==> src/rtl/mmu_pkg.sv <==
// Shared MMU types: exception classes, arbiter states, requester identity, field widths.
// Used by tlb_lookup_arbiter and mmu_utlb_entry.
package mmu_pkg;

  localparam int unsigned VPN_W = 20;
  localparam int unsigned PFN_W = 20;
  localparam int unsigned OFS_W = 12;
  localparam logic [2:0]  UNCACHED = 3'd2;

  typedef enum logic [1:0] {
    ExcNone     = 2'd0,
    ExcRefill   = 2'd1,
    ExcInvalid  = 2'd2,
    ExcModified = 2'd3
  } mmu_exc_e;

  typedef enum logic [1:0] {StIdle, StIssue, StWait, StResp} mmu_arb_state_e;

  typedef enum logic {OwnerInst = 1'b0, OwnerData = 1'b1} mmu_owner_e;

  // MIPS TLB exception priority: refill, then invalid, then modified (stores only).
  function automatic mmu_exc_e tlb_exc_class(logic hit, logic v, logic d, logic store);
    if (!hit) return ExcRefill;
    if (!v) return ExcInvalid;
    if (store && !d) return ExcModified;
    return ExcNone;
  endfunction

endpackage

==> src/rtl/mmu_utlb_entry.sv <==
// One-entry micro-TLB: caches the last valid translation for one requester.
// Flush has priority over a coincident fill.
module mmu_utlb_entry
  import mmu_pkg::*;
(
  input  logic             clk,
  input  logic             rst,
  input  logic             flush,
  input  logic             fill,
  input  logic [VPN_W-1:0] fill_vpn,
  input  logic [PFN_W-1:0] fill_pfn,
  input  logic             fill_v,
  input  logic             fill_d,
  input  logic [2:0]       fill_c,
  input  logic [VPN_W-1:0] lookup_vpn,
  input  logic             lookup_store,
  output logic             hit,
  output logic [PFN_W-1:0] pfn,
  output logic [2:0]       c
);

  logic             valid_q;
  logic             v_q;
  logic             d_q;
  logic [VPN_W-1:0] vpn_q;
  logic [PFN_W-1:0] pfn_q;
  logic [2:0]       c_q;

  always_ff @(posedge clk or negedge rst) begin
    if (!rst) begin
      valid_q <= 1'b0;
      v_q     <= 1'b0;
      d_q     <= 1'b0;
      vpn_q   <= '0;
      pfn_q   <= '0;
      c_q     <= '0;
    end else if (flush) begin
      valid_q <= 1'b0;
    end else if (fill) begin
      valid_q <= 1'b1;
      v_q     <= fill_v;
      d_q     <= fill_d;
      vpn_q   <= fill_vpn;
      pfn_q   <= fill_pfn;
      c_q     <= fill_c;
    end
  end

  // A clean entry cannot satisfy a store; that must go to the TLB to raise MODIFIED.
  assign hit = valid_q & v_q & (vpn_q == lookup_vpn) & (~lookup_store | d_q);
  assign pfn = pfn_q;
  assign c   = c_q;

endmodule

==> src/rtl/tlb_lookup_arbiter.sv <==
// Round-robin arbiter sharing one TLB lookup port between inst-fetch and data translation.
// Define TLB_LOOKUP_UTLB_EN to add a one-entry micro-TLB per requester.
module tlb_lookup_arbiter
  import mmu_pkg::*;
(
  input  logic             clk,
  input  logic             rst,
  input  logic             i_req_valid,
  output logic             i_req_ready,
  input  logic [31:0]      i_vaddr,
  input  logic             d_req_valid,
  output logic             d_req_ready,
  input  logic [31:0]      d_vaddr,
  input  logic             d_is_store,
  output logic             i_resp_valid,
  output logic [31:0]      i_paddr,
  output logic [1:0]       i_exc,
  output logic             i_cached,
  output logic             d_resp_valid,
  output logic [31:0]      d_paddr,
  output logic [1:0]       d_exc,
  output logic             d_cached,
  output logic             tlb_req_valid,
  input  logic             tlb_req_ready,
  output logic [VPN_W-1:0] tlb_vpn,
  input  logic             tlb_resp_valid,
  input  logic             tlb_hit,
  input  logic             tlb_v,
  input  logic             tlb_d,
  input  logic [PFN_W-1:0] tlb_pfn,
  input  logic [2:0]       tlb_c,
  input  logic             tlb_flush
);

  mmu_arb_state_e   state_q;
  mmu_owner_e       owner_q, last_grant_q, acc_owner, res_owner;
  logic [31:0]      vaddr_q, acc_vaddr, res_paddr;
  logic             store_q, acc_store, grant_data, idle, accept;
  logic             res_load, res_cached;
  mmu_exc_e         res_exc;
  logic             utlb_hit;
  logic [PFN_W-1:0] utlb_pfn;
  logic [2:0]       utlb_c;

  assign idle = (state_q == StIdle);
  // Data wins unless inst is also valid and data won last time.
  assign grant_data    = d_req_valid & (~i_req_valid | (last_grant_q == OwnerInst));
  assign i_req_ready   = rst & idle & ~grant_data;
  assign d_req_ready   = rst & idle & grant_data;
  assign accept        = (i_req_valid & i_req_ready) | (d_req_valid & d_req_ready);
  assign acc_owner     = grant_data ? OwnerData : OwnerInst;
  assign acc_vaddr     = grant_data ? d_vaddr : i_vaddr;
  assign acc_store     = grant_data & d_is_store;
  assign tlb_req_valid = (state_q == StIssue);
  assign tlb_vpn       = vaddr_q[31:OFS_W];

`ifdef TLB_LOOKUP_UTLB_EN
  logic             fill, i_hit, d_hit;
  logic [PFN_W-1:0] i_pfn_e, d_pfn_e;
  logic [2:0]       i_c_e, d_c_e;

  assign fill = (state_q == StWait) & tlb_resp_valid & tlb_hit & tlb_v;

  mmu_utlb_entry u_i_utlb (
    .clk          (clk),
    .rst          (rst),
    .flush        (tlb_flush),
    .fill         (fill & (owner_q == OwnerInst)),
    .fill_vpn     (vaddr_q[31:OFS_W]),
    .fill_pfn     (tlb_pfn),
    .fill_v       (tlb_v),
    .fill_d       (tlb_d),
    .fill_c       (tlb_c),
    .lookup_vpn   (i_vaddr[31:OFS_W]),
    .lookup_store (1'b0),
    .hit          (i_hit),
    .pfn          (i_pfn_e),
    .c            (i_c_e)
  );

  mmu_utlb_entry u_d_utlb (
    .clk          (clk),
    .rst          (rst),
    .flush        (tlb_flush),
    .fill         (fill & (owner_q == OwnerData)),
    .fill_vpn     (vaddr_q[31:OFS_W]),
    .fill_pfn     (tlb_pfn),
    .fill_v       (tlb_v),
    .fill_d       (tlb_d),
    .fill_c       (tlb_c),
    .lookup_vpn   (d_vaddr[31:OFS_W]),
    .lookup_store (d_is_store),
    .hit          (d_hit),
    .pfn          (d_pfn_e),
    .c            (d_c_e)
  );

  assign utlb_hit = grant_data ? d_hit : i_hit;
  assign utlb_pfn = grant_data ? d_pfn_e : i_pfn_e;
  assign utlb_c   = grant_data ? d_c_e : i_c_e;
`else
  logic unused_flush;
  assign unused_flush = tlb_flush;
  assign utlb_hit = 1'b0;
  assign utlb_pfn = '0;
  assign utlb_c   = '0;
`endif

  // Result source: micro-TLB hit at accept time, or the shared TLB response in WAIT.
  always_comb begin
    res_load   = 1'b0;
    res_owner  = owner_q;
    res_exc    = ExcNone;
    res_paddr  = '0;
    res_cached = 1'b0;
    if (idle) begin
      res_load   = accept & utlb_hit;
      res_owner  = acc_owner;
      res_paddr  = {utlb_pfn, acc_vaddr[OFS_W-1:0]};
      res_cached = (utlb_c != UNCACHED);
    end else if (state_q == StWait) begin
      res_load = tlb_resp_valid;
      res_exc  = tlb_exc_class(tlb_hit, tlb_v, tlb_d, store_q);
      if (res_exc == ExcNone) begin
        res_paddr  = {tlb_pfn, vaddr_q[OFS_W-1:0]};
        res_cached = (tlb_c != UNCACHED);
      end
    end
  end

  always_ff @(posedge clk or negedge rst) begin
    if (!rst) begin
      state_q      <= StIdle;
      owner_q      <= OwnerInst;
      last_grant_q <= OwnerInst;
      vaddr_q      <= '0;
      store_q      <= 1'b0;
      i_resp_valid <= 1'b0;
      i_paddr      <= '0;
      i_exc        <= ExcNone;
      i_cached     <= 1'b0;
      d_resp_valid <= 1'b0;
      d_paddr      <= '0;
      d_exc        <= ExcNone;
      d_cached     <= 1'b0;
    end else begin
      i_resp_valid <= 1'b0;
      d_resp_valid <= 1'b0;
      if (res_load) begin
        if (res_owner == OwnerInst) begin
          i_resp_valid <= 1'b1;
          i_paddr      <= res_paddr;
          i_exc        <= res_exc;
          i_cached     <= res_cached;
        end else begin
          d_resp_valid <= 1'b1;
          d_paddr      <= res_paddr;
          d_exc        <= res_exc;
          d_cached     <= res_cached;
        end
      end
      unique case (state_q)
        StIdle: begin
          if (accept) begin
            owner_q <= acc_owner;
            vaddr_q <= acc_vaddr;
            store_q <= acc_store;
            state_q <= utlb_hit ? StResp : StIssue;
          end
        end
        StIssue: if (tlb_req_ready) state_q <= StWait;
        StWait:  if (tlb_resp_valid) state_q <= StResp;
        StResp: begin
          last_grant_q <= owner_q;
          state_q      <= StIdle;
        end
        default: state_q <= StIdle;
      endcase
    end
  end

endmodule

==> config.mk <==
export PLATFORM = sky130hd
export DESIGN_NAME = tlb_lookup_arbiter
export DESIGN_NICKNAME = d
export VERILOG_FILES = /design/src/rtl/mmu_pkg.sv /design/src/rtl/mmu_utlb_entry.sv /design/src/rtl/tlb_lookup_arbiter.sv
export SDC_FILE = /design/constraint.sdc
export NUM_CORES = 1
export LEC_CHECK = 0
export ABC_AREA = 1
export CORE_ASPECT_RATIO = 1.25
export CORE_MARGIN = 1
export CORE_UTILIZATION = 31
export DETAILED_ROUTE_END_ITERATION = 8
export GPL_ROUTABILITY_DRIVEN = 0
export PLACE_DENSITY = 0.63
export SYNTH_ARGS = -nofsm -noshare
export SYNTH_HDL_FRONTEND = slang
export SYNTH_SLANG_ARGS = --single-unit
==> constraint.sdc <==
create_clock -name clk -period 4.2 [get_ports clk]
set_input_delay 0.84 -clock clk [delete_from_list [all_inputs] [get_ports clk]]
set_output_delay 0.84 -clock clk [all_outputs]
set_load 0.03 [all_outputs]
Yosys cells after proc, flatten, opt, wreduce, memory -nomap -nowiden
Cells that the tools add are included.

$add $sub $neg: 0. $mul: 0. Divide/modulo/power cells: 0. Order comparisons: 0. Equality and inequality tests: 7. Shift-type cells: 0. Mux-type cells: 41. Bitwise operators: 13. Reductions and logical operators: 8.

Operators by type and width (number): 32-bit 2-to-1 mux (4); 2-bit 2-to-1 mux (13); 1-bit 2-to-1 mux (23); 2-bit one-hot mux with 4 select lines (1); 1-bit bitwise AND (7); 2-bit AND reduction (3); 2-bit equality test, second input constant (2); 2-bit zero test (2); 2-bit by 1-bit != test with 1-bit output, second input constant (2); 1-bit inverter (4); 3-bit by 2-bit != test with 1-bit output, second input constant (1); 3-bit AND reduction (1); 2-bit by 1-bit equality test with 1-bit output, second input constant (1); 2-bit != test, second input constant (1); 1-bit OR (2); 1-bit logical AND (1); 1-bit zero test (1).

Register bits: 109. Latch bits: 0. Memory bits (writable): 0. Bits in read-only memories: 0. Bits of input ports: 98. Logic and storage cells: 82. Memories: 0.

Depth between registers and ports, before layout
Depth after elaboration: 19. Mapped depth: 11.

Least setup slack after synthesis
No wires, ideal clock.

Kind: input to output. Start point: in i_req_valid. End point: out i_req_ready. Data arrival time: 1.707 ns. Data required time: 3.360 ns. Setup slack: 1.653 ns. Cell stages on the path: 5. Path buffers: 1. Cell sequence: nand2_1 -> nand2_1 -> inv_1 -> clkbuf_1 -> nor2_1.

Longest elaborated chain between the ends: 5.

RTL lines: from (decl) (line tlb_lookup_arbiter.sv:8) `input logic i_req_valid,`; 1-bit inverter (line tlb_lookup_arbiter.sv:47) `assign grant_data = d_req_valid & (~i_req_valid | (last_grant_q == OwnerInst));`; 1-bit OR (line tlb_lookup_arbiter.sv:47); 1-bit bitwise AND (line tlb_lookup_arbiter.sv:47); 1-bit inverter (line tlb_lookup_arbiter.sv:48) `assign i_req_ready = rst & idle & ~grant_data;`; 1-bit bitwise AND (line tlb_lookup_arbiter.sv:48); to (decl) (line tlb_lookup_arbiter.sv:9) `output logic i_req_ready,`.

No other way between the ends.

Worst setup path in the final report
Start point: in i_req_valid. End point: out d_req_ready.

Longest elaborated chain between the ends: 4.

RTL lines: 1-bit inverter (line tlb_lookup_arbiter.sv:47); 1-bit OR (line tlb_lookup_arbiter.sv:47); 1-bit bitwise AND (line tlb_lookup_arbiter.sv:47); 1-bit bitwise AND (line tlb_lookup_arbiter.sv:49) `assign d_req_ready = rst & idle & grant_data;`; to (decl) (line tlb_lookup_arbiter.sv:12) `output logic d_req_ready,`.

No other way between the ends.

==> Implementation_results.wiki <==
{| class="wikitable"
! Metric !! Value
|-
| Result of the run || finished clean
|-
| Routed WL || 14,000 µm
|-
| Time the final worst path needs with I/O delays and setup || 3500 ps
|-
| Worst R2R End || d_exc[1]$_DFFE_PN0P_
|-
| Height of the die || approximately 140 µm
|-
| Number of global-route vias before repair || 4,345
|-
| Resized cells post-CTS || 0
|-
| First-pass GRT wire length || approximately 22,000 µm
|-
| Switching Power || 1870 µW
|-
| Top cell type by total area after synthesis || dfrtp_1
|-
| Hold violation count in the final report || 0
|-
| Top post-synthesis cells by count || nand2_1 (240), dfrtp_1 (109), o21ai_0 (59)
|-
| Startpoint type of the worst setup path || input port
|-
| Kind of end point of the critical path || output port
|-
| Post-synthesis net count || slightly above 700
|-
| DPL Wire Length || roughly 10000 µm
|-
| Endpoints failing setup || 0
|-
| Crit-path max FO || 22
|-
| Starting density of the core || 32.0%
|-
| Core ar. || 0.0158 mm²
|-
| Hold-fix buffer count after cts || 0
|-
| Max-slew violation count || 0
|-
| Family of cells with the greatest summed delay on the critical path || buffers and inverters
|-
| Clock Sinks || between 100 and 150
|-
| Number of distinct library cell variants in the gate-level netlist after synthesis || 21
|-
| Share of synthesized area occupied by flip-flops and latches || 54.1%
|-
| Type of the setup path with the least slack || in2out
|-
| Power density relative to cell area || 627 mW/mm²
|-
| Layout net count || 870
|-
| Clock buffers created by TritonCTS || 9
|-
| YS warnings || 0
|-
| Count of mapped cells out of synthesis || 611
|-
| Async set or reset register ratio after synthesis || 100%
|-
| Via count || 4,454
|-
| Static Leakage || 0.00354 µW
|-
| CP startpoint || i_req_valid
|-
| Internal reg-to-reg setup slack || 1900 ps
|-
| Per-cell routed wire length || 14.2 µm
|-
| Dominant synthesized flop cell || dfrtp_1
|-
| Row cnt || 51
|-
| Maximum number of pins on one net before global-route repair || 57
|-
| Reg2Reg Launch Point || state_q[0]$_DFFE_PN0P_
|-
| Setup repair after global routing missed its margin || false
|-
| Number of placed I/O pins || approximately 190
|-
| Clock tree from TritonCTS || yes
|-
| Maximum operating frequency || 0.286 GHz
|-
| GRT Residual Overflow || 0
|-
| Cell chain of the critical path || clkdlybuf4s50_1 > nand2_1 > nand2_1 > inv_1 > nand2_1 > inv_1 > buf_4
|-
| Average footprint of a synthesized cell || 8.24 µm²
|-
| Standard cell with the maximum stage delay on the critical path || clkdlybuf4s50_1
|-
| Post-detailed-route via-to-cell ratio || between 4 and 5
|-
| Number of remaining DRC errors || 0
|-
| Yosys top cell area share || 54.1%
|-
| Rel. slew slack || 52.4%
|-
| Most repeated cell in the gate-level netlist after synthesis || nand2_1
|-
| Gate power share || 45.8%
|-
| Cell area after synthesis || 0.00504 mm²
|-
| Sequential share of power || 35.1%
|-
| Total Die Area || 0.0168 mm²
|-
| DRC marker count from the first detailed-route iteration || about 220
|-
| Clock skew || 9.21 ps
|-
| Cell at the root of the clock tree || clkbuf_16
|-
| Number of antenna violations at the first check in global routing || 0
|-
| Fraction of layout instances using a drive strength above 1 || between 4 and 5%
|-
| Maximum capacitance violations || 0
|-
| Aggregate global-route resource usage || 17.5%
|-
| Critical path depth in cells || 7
|-
| Slew at the pin with the worst max-slew slack || 714 ps
|-
| Number of nets with antenna violations after detailed routing || 0
|-
| Worst skew pair latency || 350 ps
|-
| Crit-path max cell delay || about 460 ps
|-
| End of the critical path || d_req_ready
|-
| Maximum vdd drop || 0.000234 V
|-
| Hold crit path type || reg2reg
|-
| Number of buffers inserted by port buffering || 191
|-
| Internal power of the cells || 2680 µW
|-
| Signal arrival time at the worst endpoint || about 2700 ps
|-
| Area Overhead vs Synth || 44.2%
|-
| Sum of negative setup slack || 0 ps
|-
| Die Width || 116 µm
|-
| Depth of the most critical reg-to-reg path || 8
|-
| Number of buffer and inverter stages on the critical path || 4
|-
| Fraction of the cycle the final worst path needs || 83.3%
|-
| Fill cell count || 1,603
|-
| Max Root-Sink Buffers || 2
|-
| Post-CTS clock slew at the launch and capture registers of the worst setup and hold paths || ~70 ps
|-
| First-pass DRT Iterations || 4
|-
| Final Util || a little under half
|-
| Switching Fraction || 41.1%
|-
| Ranking of synthesized cells by area || dfrtp_1 (54%), nand2_1 (18%), o21ai_0 (5.9%)
|-
| Critical Path Most Common Cell || nand2_1
|-
| Number of synthesized flops with an enable pin || 0
|-
| Clock network fraction of design power || 19.2%
|-
| Post-synthesis sequential element count || 109
|-
| Antenna Diode Count || 0
|-
| Required time at the worst-slack endpoint || 3360 ps
|-
| H-tree lvl count || 3
|-
| Buffers inserted by post-CTS timing repair || 0
|}
-- per-stage QoR --
step,power [µW],instances,hold slack (ps),cell area [µm²],worst slack [ps]
floorplan,2950,611,453,5040,1650
global placement,3710,969,461,6970,668
detailed placement,3730,969,465,6970,682
CTS,4620,984,485,7260,674
global route,4860,984,500,7260,435
finish,4560,984,479,7260,703
-- area by class of cell --
class                   instances  area [µm²]  share of cell area [%]
multi-input cells             418        1880                    25.9
repair buffers                201        1980                    27.2
inverters                      29         109                    1.50
flip-flops and latches        109        2730                    37.5
well taps                     212         265                    3.65
clock inverters                 5        60.1                   0.827
clock buffers                  10         239                    3.29
-- worst min path at each step --
| stage | from | endpoint | slack [ps] | cells after the start |
|---|---|---|---|---|
| final | d_cached$_DFFE_PN0P_ | d_cached$_DFFE_PN0P_ | 480 | 2 |
| after global routing | i_paddr[1]$_DFFE_PN0P_ | i_paddr[1]$_DFFE_PN0P_ | 500 | 2 |
| after CTS | d_cached$_DFFE_PN0P_ | d_cached$_DFFE_PN0P_ | 480 | 2 |
| after detailed placement | d_paddr[22]$_DFFE_PN0P_ | d_paddr[22]$_DFFE_PN0P_ | 460 | 2 |
| after global placement | d_paddr[22]$_DFFE_PN0P_ | d_paddr[22]$_DFFE_PN0P_ | 460 | 2 |
| after floorplan | vaddr_q[0]$_DFFE_PN0P_ | vaddr_q[0]$_DFFE_PN0P_ | 450 | 2 |
-- power by group through the flow --
stage	Sequential, µW	Clock (µW)	Combinational, µW
after floorplan	1940	0	1010
after global placement	1610	0	2110
after detailed placement	1620	0	2110
after CTS	1600	897	2120
after global routing	1640	938	2280
final	1600	873	2080
-- kinds of logic (layout without fill, tap and decap cells) --
family,Yosys count,after routing,share of synthesized area (%)
compound gates,65,65,6.61
fa+ha+maj,4,4,0.994
buf+inv,84,245,8.72
simple gates,349,349,29.5
flops,109,109,54.1
-- placed cells by master (no fill, tap or decap), types with 2 or more instances in the layout --
cell type,n
nand2_1,240
a21oi_1,2
clkbuf_16,9
nor3_4,2
nor2_1,25
dfrtp_1,109
inv_1,26
nand3_1,53
buf_4,13
ha_1,4
o21ai_0,59
clkdlybuf4s50_1,188
inv_2,3
nand4_1,12
nand3b_1,14
-- state kept, by name, indices dropped and copies added (netlist names) --
register	flops
d_cached	1
store_q	1
i_cached	1
d_resp_valid	1
owner_q	1
last_grant_q	1
d_paddr	32
i_exc	2
i_resp_valid	1
d_exc	2
i_paddr	32
vaddr_q	32
state_q	2
-- per-layer routing --
layer	track usage [%]	up-vias	routed length (µm)
met2	30.3	164	6890
met5	0	-	0
met4	7.15	0	308
met1	20.8	2028	5860
li1	-	2244	-
met3	4.02	18	901
-- worst min-delay path, stage by stage, from the launching register on --
cell     delay, ps
dfrtp_1        340
nand2_1         50
nand2_1         50
Note: power is estimated with default switching activity, not from simulation.
